<file path="src/rtl/debug_memory_dumper_if.sv">
// rtl/debug_memory_dumper_if.sv - byte stream handshake between the memory dumper and the serial TX path
interface debug_memory_dumper_if #(
    parameter int BYTE_SIZE = 8
);
    logic [BYTE_SIZE-1:0] tx_data;
    logic                 tx_valid;
    logic                 tx_ready;

    modport master (output tx_data, output tx_valid, input tx_ready);
    modport slave  (input tx_data, input tx_valid, output tx_ready);
endinterface

</file>
<file path="src/rtl/debug_memory_dumper.sv">
// rtl/debug_memory_dumper.sv - snapshots the data-memory debug bus and streams it out byte by byte; DEBUG_DUMP_CHECKSUM_EN appends an XOR checksum byte
module debug_memory_dumper #(
    parameter int ADDR_SIZE = 5,
    parameter int SLOT_SIZE = 32,
    parameter int BYTE_SIZE = 8
) (
    input  logic                                   i_clk,
    input  logic                                   i_reset,
    input  logic                                   i_start,
    input  logic [(2**ADDR_SIZE)*SLOT_SIZE-1:0]    i_bus_debug,
    debug_memory_dumper_if.master                  tx,
    output logic                                   o_busy,
    output logic                                   o_done
);
    localparam int NSLOTS     = 2**ADDR_SIZE;
    localparam int BPS        = SLOT_SIZE / BYTE_SIZE;
    localparam int NBYTES     = NSLOTS * BPS;
    localparam int TOTAL_BITS = NSLOTS * SLOT_SIZE;
    localparam int CW         = $clog2(NBYTES) + 1;
    localparam int IW         = $clog2(NBYTES);
`ifdef DEBUG_DUMP_CHECKSUM_EN
    // The checksum occupies one extra index past the last data byte.
    localparam logic [CW-1:0] LAST_IDX = CW'(NBYTES);
`else
    localparam logic [CW-1:0] LAST_IDX = CW'(NBYTES - 1);
`endif

    typedef enum logic [1:0] {IDLE, SEND, FINISH} state_t;

    state_t                state_q, state_d;
    logic [TOTAL_BITS-1:0] snapshot_q;
    logic [CW-1:0]         cnt_q;
    logic [BYTE_SIZE-1:0]  byte_arr [NBYTES];
    logic [BYTE_SIZE-1:0]  cur_byte;
    logic                  xfer;
`ifdef DEBUG_DUMP_CHECKSUM_EN
    logic [BYTE_SIZE-1:0]  csum_q;
`endif

    // Reorder the snapshot into transmit order: ascending slot, MSB lane first.
    for (genvar s = 0; s < NSLOTS; s++) begin : g_slot
        for (genvar l = 0; l < BPS; l++) begin : g_lane
            assign byte_arr[s*BPS + (BPS-1-l)] = snapshot_q[s*SLOT_SIZE + l*BYTE_SIZE +: BYTE_SIZE];
        end
    end

    assign xfer = tx.tx_valid && tx.tx_ready;

    // Select the byte currently offered downstream.
    always_comb begin
        cur_byte = byte_arr[cnt_q[IW-1:0]];
`ifdef DEBUG_DUMP_CHECKSUM_EN
        if (cnt_q == CW'(NBYTES)) begin
            cur_byte = csum_q;
        end
`endif
    end

    // State register; reset drops every status output without waiting for a clock.
    always_ff @(posedge i_clk or negedge i_reset) begin
        if (!i_reset) begin
            state_q <= IDLE;
        end else begin
            state_q <= state_d;
        end
    end

    // Next-state: start only from IDLE, leave SEND once the last byte is accepted.
    always_comb begin
        state_d = state_q;
        case (state_q)
            IDLE:    if (i_start) state_d = SEND;
            SEND:    if (xfer && (cnt_q == LAST_IDX)) state_d = FINISH;
            FINISH:  state_d = IDLE;
            default: state_d = IDLE;
        endcase
    end

    // Capture the bus on start and advance the byte pointer on each accepted transfer.
    always_ff @(posedge i_clk or negedge i_reset) begin
        if (!i_reset) begin
            snapshot_q <= '0;
            cnt_q      <= '0;
`ifdef DEBUG_DUMP_CHECKSUM_EN
            csum_q     <= '0;
`endif
        end else begin
            if (state_q == IDLE && i_start) begin
                snapshot_q <= i_bus_debug;
                cnt_q      <= '0;
`ifdef DEBUG_DUMP_CHECKSUM_EN
                csum_q     <= '0;
`endif
            end else if (state_q == SEND && xfer) begin
                cnt_q  <= cnt_q + 1'b1;
`ifdef DEBUG_DUMP_CHECKSUM_EN
                csum_q <= csum_q ^ cur_byte;
`endif
            end
        end
    end

    // Outputs decode directly from state so they follow the async reset immediately.
    always_comb begin
        tx.tx_valid = (state_q == SEND);
        tx.tx_data  = cur_byte;
        o_busy      = (state_q != IDLE);
        o_done      = (state_q == FINISH);
    end
endmodule
</file>
<file path="src/flat_wrapper.sv">
// flat-port wrapper written by rule: the top's interface ports become plain ports
module debug_memory_dumper_flat 
#(
    parameter int ADDR_SIZE = 5,
    parameter int SLOT_SIZE = 32,
    parameter int BYTE_SIZE = 8
)
  (i_clk, i_reset, i_start, i_bus_debug, o_busy, o_done, tx_tx_data, tx_tx_valid, tx_tx_ready);
  debug_memory_dumper_if #(.BYTE_SIZE(BYTE_SIZE)) tx_i ();
  input  logic i_clk;
  input  logic i_reset;
  input  logic i_start;
  input  logic [(2**ADDR_SIZE)*SLOT_SIZE-1:0] i_bus_debug;
  output logic o_busy;
  output logic o_done;
  output wire logic [$bits(tx_i.tx_data)-1:0] tx_tx_data;
  output wire logic [$bits(tx_i.tx_valid)-1:0] tx_tx_valid;
  input wire logic [$bits(tx_i.tx_ready)-1:0] tx_tx_ready;
  assign tx_tx_data = tx_i.tx_data;
  assign tx_tx_valid = tx_i.tx_valid;
  assign tx_i.tx_ready = tx_tx_ready;
  debug_memory_dumper #(.ADDR_SIZE(ADDR_SIZE), .SLOT_SIZE(SLOT_SIZE), .BYTE_SIZE(BYTE_SIZE)) u_core (.i_clk(i_clk), .i_reset(i_reset), .i_start(i_start), .i_bus_debug(i_bus_debug), .tx(tx_i), .o_busy(o_busy), .o_done(o_done));
endmodule
</file>
<file path="config.mk">
export PLATFORM = sky130hd
export DESIGN_NAME = debug_memory_dumper_flat
export DESIGN_NICKNAME = d
export VERILOG_FILES = /design/src/rtl/debug_memory_dumper_if.sv /design/src/rtl/debug_memory_dumper.sv /design/src/flat_wrapper.sv
export SDC_FILE = /design/constraint.sdc
export NUM_CORES = 2
export LEC_CHECK = 0
export BUFFER_PORTS_ARGS = -buffer_cell sky130_fd_sc_hd__clkbuf_2
export CORE_AREA = 2 2 406 408
export CTS_CLUSTER_DIAMETER = 50
export DETAILED_ROUTE_END_ITERATION = 8
export DIE_AREA = 0 0 408 410
export GPL_ROUTABILITY_DRIVEN = 0
export PLACE_DENSITY_LB_ADDON = 0.1
export SYNTH_ARGS = -nofsm -noshare
export SYNTH_HDL_FRONTEND = slang
export SYNTH_SLANG_ARGS = --single-unit
export TNS_END_PERCENT = 20
</file>
<file path="constraint.sdc">
create_clock -name i_clk -period 3.9 [get_ports i_clk]
set_clock_uncertainty 0.15 [all_clocks]
set_input_delay 0.39 -clock i_clk [delete_from_list [all_inputs] [get_ports i_clk]]
set_output_delay 0.39 -clock i_clk [all_outputs]
set_load 0.02 [all_outputs]
</file>
==> metrics.md <==
| Metric | Value |
|---|---|
| Synth top area cells | `dfrtp_1 (55%), mux2_2 (25%), mux4_2 (9.1%)` |
| Mapped Cells | `roughly 3000` |
| Gate power share | `28.8%` |
| Fill cells | `~15000` |
| Seq pwr share | `31.7%` |
| # IOs | `between 1000 and 1500` |
| Vias in the first global route | `around 40000` |
| Design Area, Final | `~73000 µm²` |
| IO Port Bufs | `around 1000` |
| Outcome | `finished, violations left` |
| FF-to-FF Start | `u_core.state_q[1]$_DFFE_PN0P_` |
| Most frequent cells in the layout | `mux2_2 (1044), clkbuf_2 (1030), dfrtp_1 (1029)` |
| Largest family of logic cells by synthesized area | `multiplexers` |
| CP Capture Type | `primary output` |
| Syn_nets | `3983` |
| Worst slew margin | `about a third` |
| Failing checks | `setup timing` |
| R2R depth | `5` |
| Synth unique cells | `62` |
| Fin Hold WS | `roughly 0.19 ns` |
| Wire per inst | `27.8 µm` |
| TritonCTS clock tree | `built` |
| Clk Latency, worst-skew pair | `roughly 0.76 ns` |
| Placed instance area | `about 55000 µm²` |
| Worst-Margin Slew | `~1.0 ns` |
| Cell Int Power | `25.4 mW` |
| Final worst slack | `-0.231 ns` |
| FFs w/ async S/R, synth | `100%` |
| Largest net degree at the start of global routing | `126` |
| Total GRT Usage | `approximately a quarter` |
| Routed Antenna Nets | `0` |
| Hold Crit Class | `input pin to async pin` |
| Synth area leader | `dfrtp_1` |
| Final setup fails | `8` |
| Die H | `between 400 and 500 µm` |
| Fraction of synthesized area in multiplexers | `roughly 37%` |
| Post-synthesis simple-gate area fraction | `1.33%` |
| Synth Area in Compound Gates | `~3.3%` |
| Max_cap viols | `0` |
| Primary FF master, synth | `dfrtp_1` |
| RSZ-0062 raised after global routing | `yes` |
| Avg Cell Area, Syn | `roughly 16 µm²` |
| Crit-path most repeated cell | `buf_12` |
| Sequential cell area fraction in the yosys report | `between 50% and 60%` |
| Post-synth top area share | `55.2%` |
| Gr ovfl total | `0` |
| Row cnt | `149` |
| Final cycle utilization of the critical path | `106%` |
| Clock sinks | `~1000` |
| Post-synthesis adder-cell area fraction | `less than 1%` |
| Root buf cell | `clkbuf_16` |
| DRT Pass-1 Iters | `7` |
| Setup slack, reg-to-reg | `1.29 ns` |
| Initial DRC count | `~1900` |
| Slew Viols, Final | `0` |
| Initial antenna violation count | `62` |
| Util after Layout | `between 40% and 50%` |
| Core Area | `163000 µm²` |
| Clock-pin slew on the worst setup and hold paths | `0.06 ns` |
| Vias | `36100` |
| CTS Buffer Depth | `3` |
| Setup CP Type | `flop to primary output` |
| Post-Synth XOR/XNOR Area | `0.0747%` |
| DRC | `0` |
| Vias/cell | `4.79` |
| Post-synthesis cell area | `roughly 47000 µm²` |
| Setup crit start kind | `flop` |
| Warning count from the yosys run | `0` |
| Commonest non-fill, non-tap cell in the layout | `mux2_2` |
| DP Wirelength | `about 150 mm` |
| Die area | `approximately 170000 µm²` |
| DP Worst Slack | `-0.452 ns` |
| Setup total negative slack | `-1.39 ns` |
| Min Tclk post-route | `about 4.1 ns` |
| Net Sw Power | `around 12 mW` |
| Critical-path cell list | `buf_12 > buf_12 > buf_16 > nand3b_1 > buf_6 > o221ai_1 > a211oi_2 > a211o_2 > buf_12 > a32oi_4 > clkbuf_8` |
| Share of cells above drive strength 1 | `~54%` |
| CP Data Arrival Time | `approximately 3.6 ns` |
| Sw frac | `31.4%` |
| Horiz. Die Dim | `between 400 and 500 µm` |
| Final hold viol count | `0` |
| CP max-delay cell | `dfrtp_4` |
| Pwr Total | `~37 mW` |
| Req. time, crit path | `around 3.4 ns` |
| Clock share of power | `between 30% and 40%` |
| Worst-path maximum fanout | `6` |
| Synth-to-Final Area Change | `55.2%` |
| Routed WL | `between 200 and 250 mm` |
| Peak supply drop | `~0.4 mV` |
| Crit path max-delay family | `buffers and inverters` |
| H-tree depth | `4` |
| First-pass GRT wire length | `roughly 290 mm` |
| Final nets | `6222` |
| Yosys reg bits | `slightly above 1000` |
| Cts bufs inserted | `around 150` |
| Lkg Pwr | `~33 nW` |
| Final std cells w/o fill | `about 7500` |
| Buf+Inv Stages, Crit Path | `6` |
| Initial Util | `between 20 and 30%` |
| R2r endpoint | `u_core.snapshot_q[342]$_DFFE_PN0P_` |
| Fmax | `242 MHz` |
| Max incr delay on CP | `between 0.5 and 0.6 ns` |
| PwrDens | `~500 nW/µm²` |
| Inst Count DP | `approximately 6000` |
| Post-synth EDFFs | `0` |
-- how the worst max path moves through the flow --
stage | startpoint | endpoint | slack (ns) | depth (start not counted)
finish | u_core.cnt_q[0]$_DFFE_PN0P_ | tx_tx_data[4] | -0.23 | 11
detailed placement | u_core.cnt_q[3]$_DFFE_PN0P_ | tx_tx_data[2] | -0.45 | 8
CTS | u_core.cnt_q[0]$_DFFE_PN0P_ | tx_tx_data[5] | -0.31 | 9
global route | u_core.cnt_q[0]$_DFFE_PN0P_ | tx_tx_data[5] | -0.32 | 9
global placement | u_core.cnt_q[3]$_DFFE_PN0P_ | tx_tx_data[2] | -1.12 | 7
floorplan | u_core.cnt_q[1]$_DFFE_PN0P_ | tx_tx_data[4] | 1.28 | 8
-- what timing repair did --
item                                    in CTS  in global routing
hold buffers                              1026                  0
gates cloned                                 7                  1
endpoints found under the setup margin       8                  8
setup buffers                               46                 12
gates resized for setup                    143                 26
hold endpoints to repair                  1066                  0
pin swaps                                   30                 15
-- logic make-up after synthesis --
family	Yosys count
AO/OA/AOI/OAI	203
XOR/XNOR	4
adder cells (fa/ha/maj)	1
buffers and inverters	220
flip-flops	1034
multiplexers	1371
AND/OR/NAND/NOR	121
-- metal layers --
| metal | wire length (µm) | global-route usage, % |
|---|---|---|
| met1 | 90700 | 32.2 |
| met2 | 99600 | 40.2 |
| met3 | 9410 | 4.41 |
| met4 | 9860 | 10.5 |
| met5 | 174 | 0 |
-- power by group through the flow --
stage / clock, mW / combinational [mW] / sequential [mW]
after floorplan: 0 / 4.09 / 11.7
after CTS: 15.0 / 10.7 / 11.8
after detailed placement: 0 / 8.61 / 12.0
after global placement: 0 / 8.58 / 12.0
final: 14.6 / 10.7 / 11.8
after global routing: 15.4 / 11.2 / 11.8
-- synth_stat cells, types with 6 or more instances --
master and n:
mux2_2 1046, dfrtp_1 1034, mux4_2 189, buf_2 137, mux2i_1 132, a211oi_1 34
nand2_1 32, a22oi_1 31, buf_6 28, nor2_1 25, nor2b_1 23, clkbuf_1 22
o22ai_1 22, a21oi_1 20, a22o_1 17, buf_4 16, o221ai_1 14, nand3_1 8
o21ai_0 8, a31oi_1 7, a221oi_1 6, nor3_1 6
-- area by class of cell --
class / count / area [µm²] / share of cell area (%)
well taps: 2189 / 2740 / 3.76
flip-flops and latches: 1034 / 25900 / 35.6
inverters: 6 / 26.3 / 0.0361
clock inverters: 78 / 1120 / 1.54
repair buffers: 2298 / 18300 / 25.1
multi-input cells: 1700 / 20400 / 28.0
diodes: 39 / 97.6 / 0.134
clock buffers: 194 / 4280 / 5.88
-- flip-flops by register name, indices dropped and copies added, names as in the netlist --
register and cells:
u_core.snapshot_q 1024, u_core.cnt_q 8, u_core.state_q 2
(Power assumes the default switching activity.)
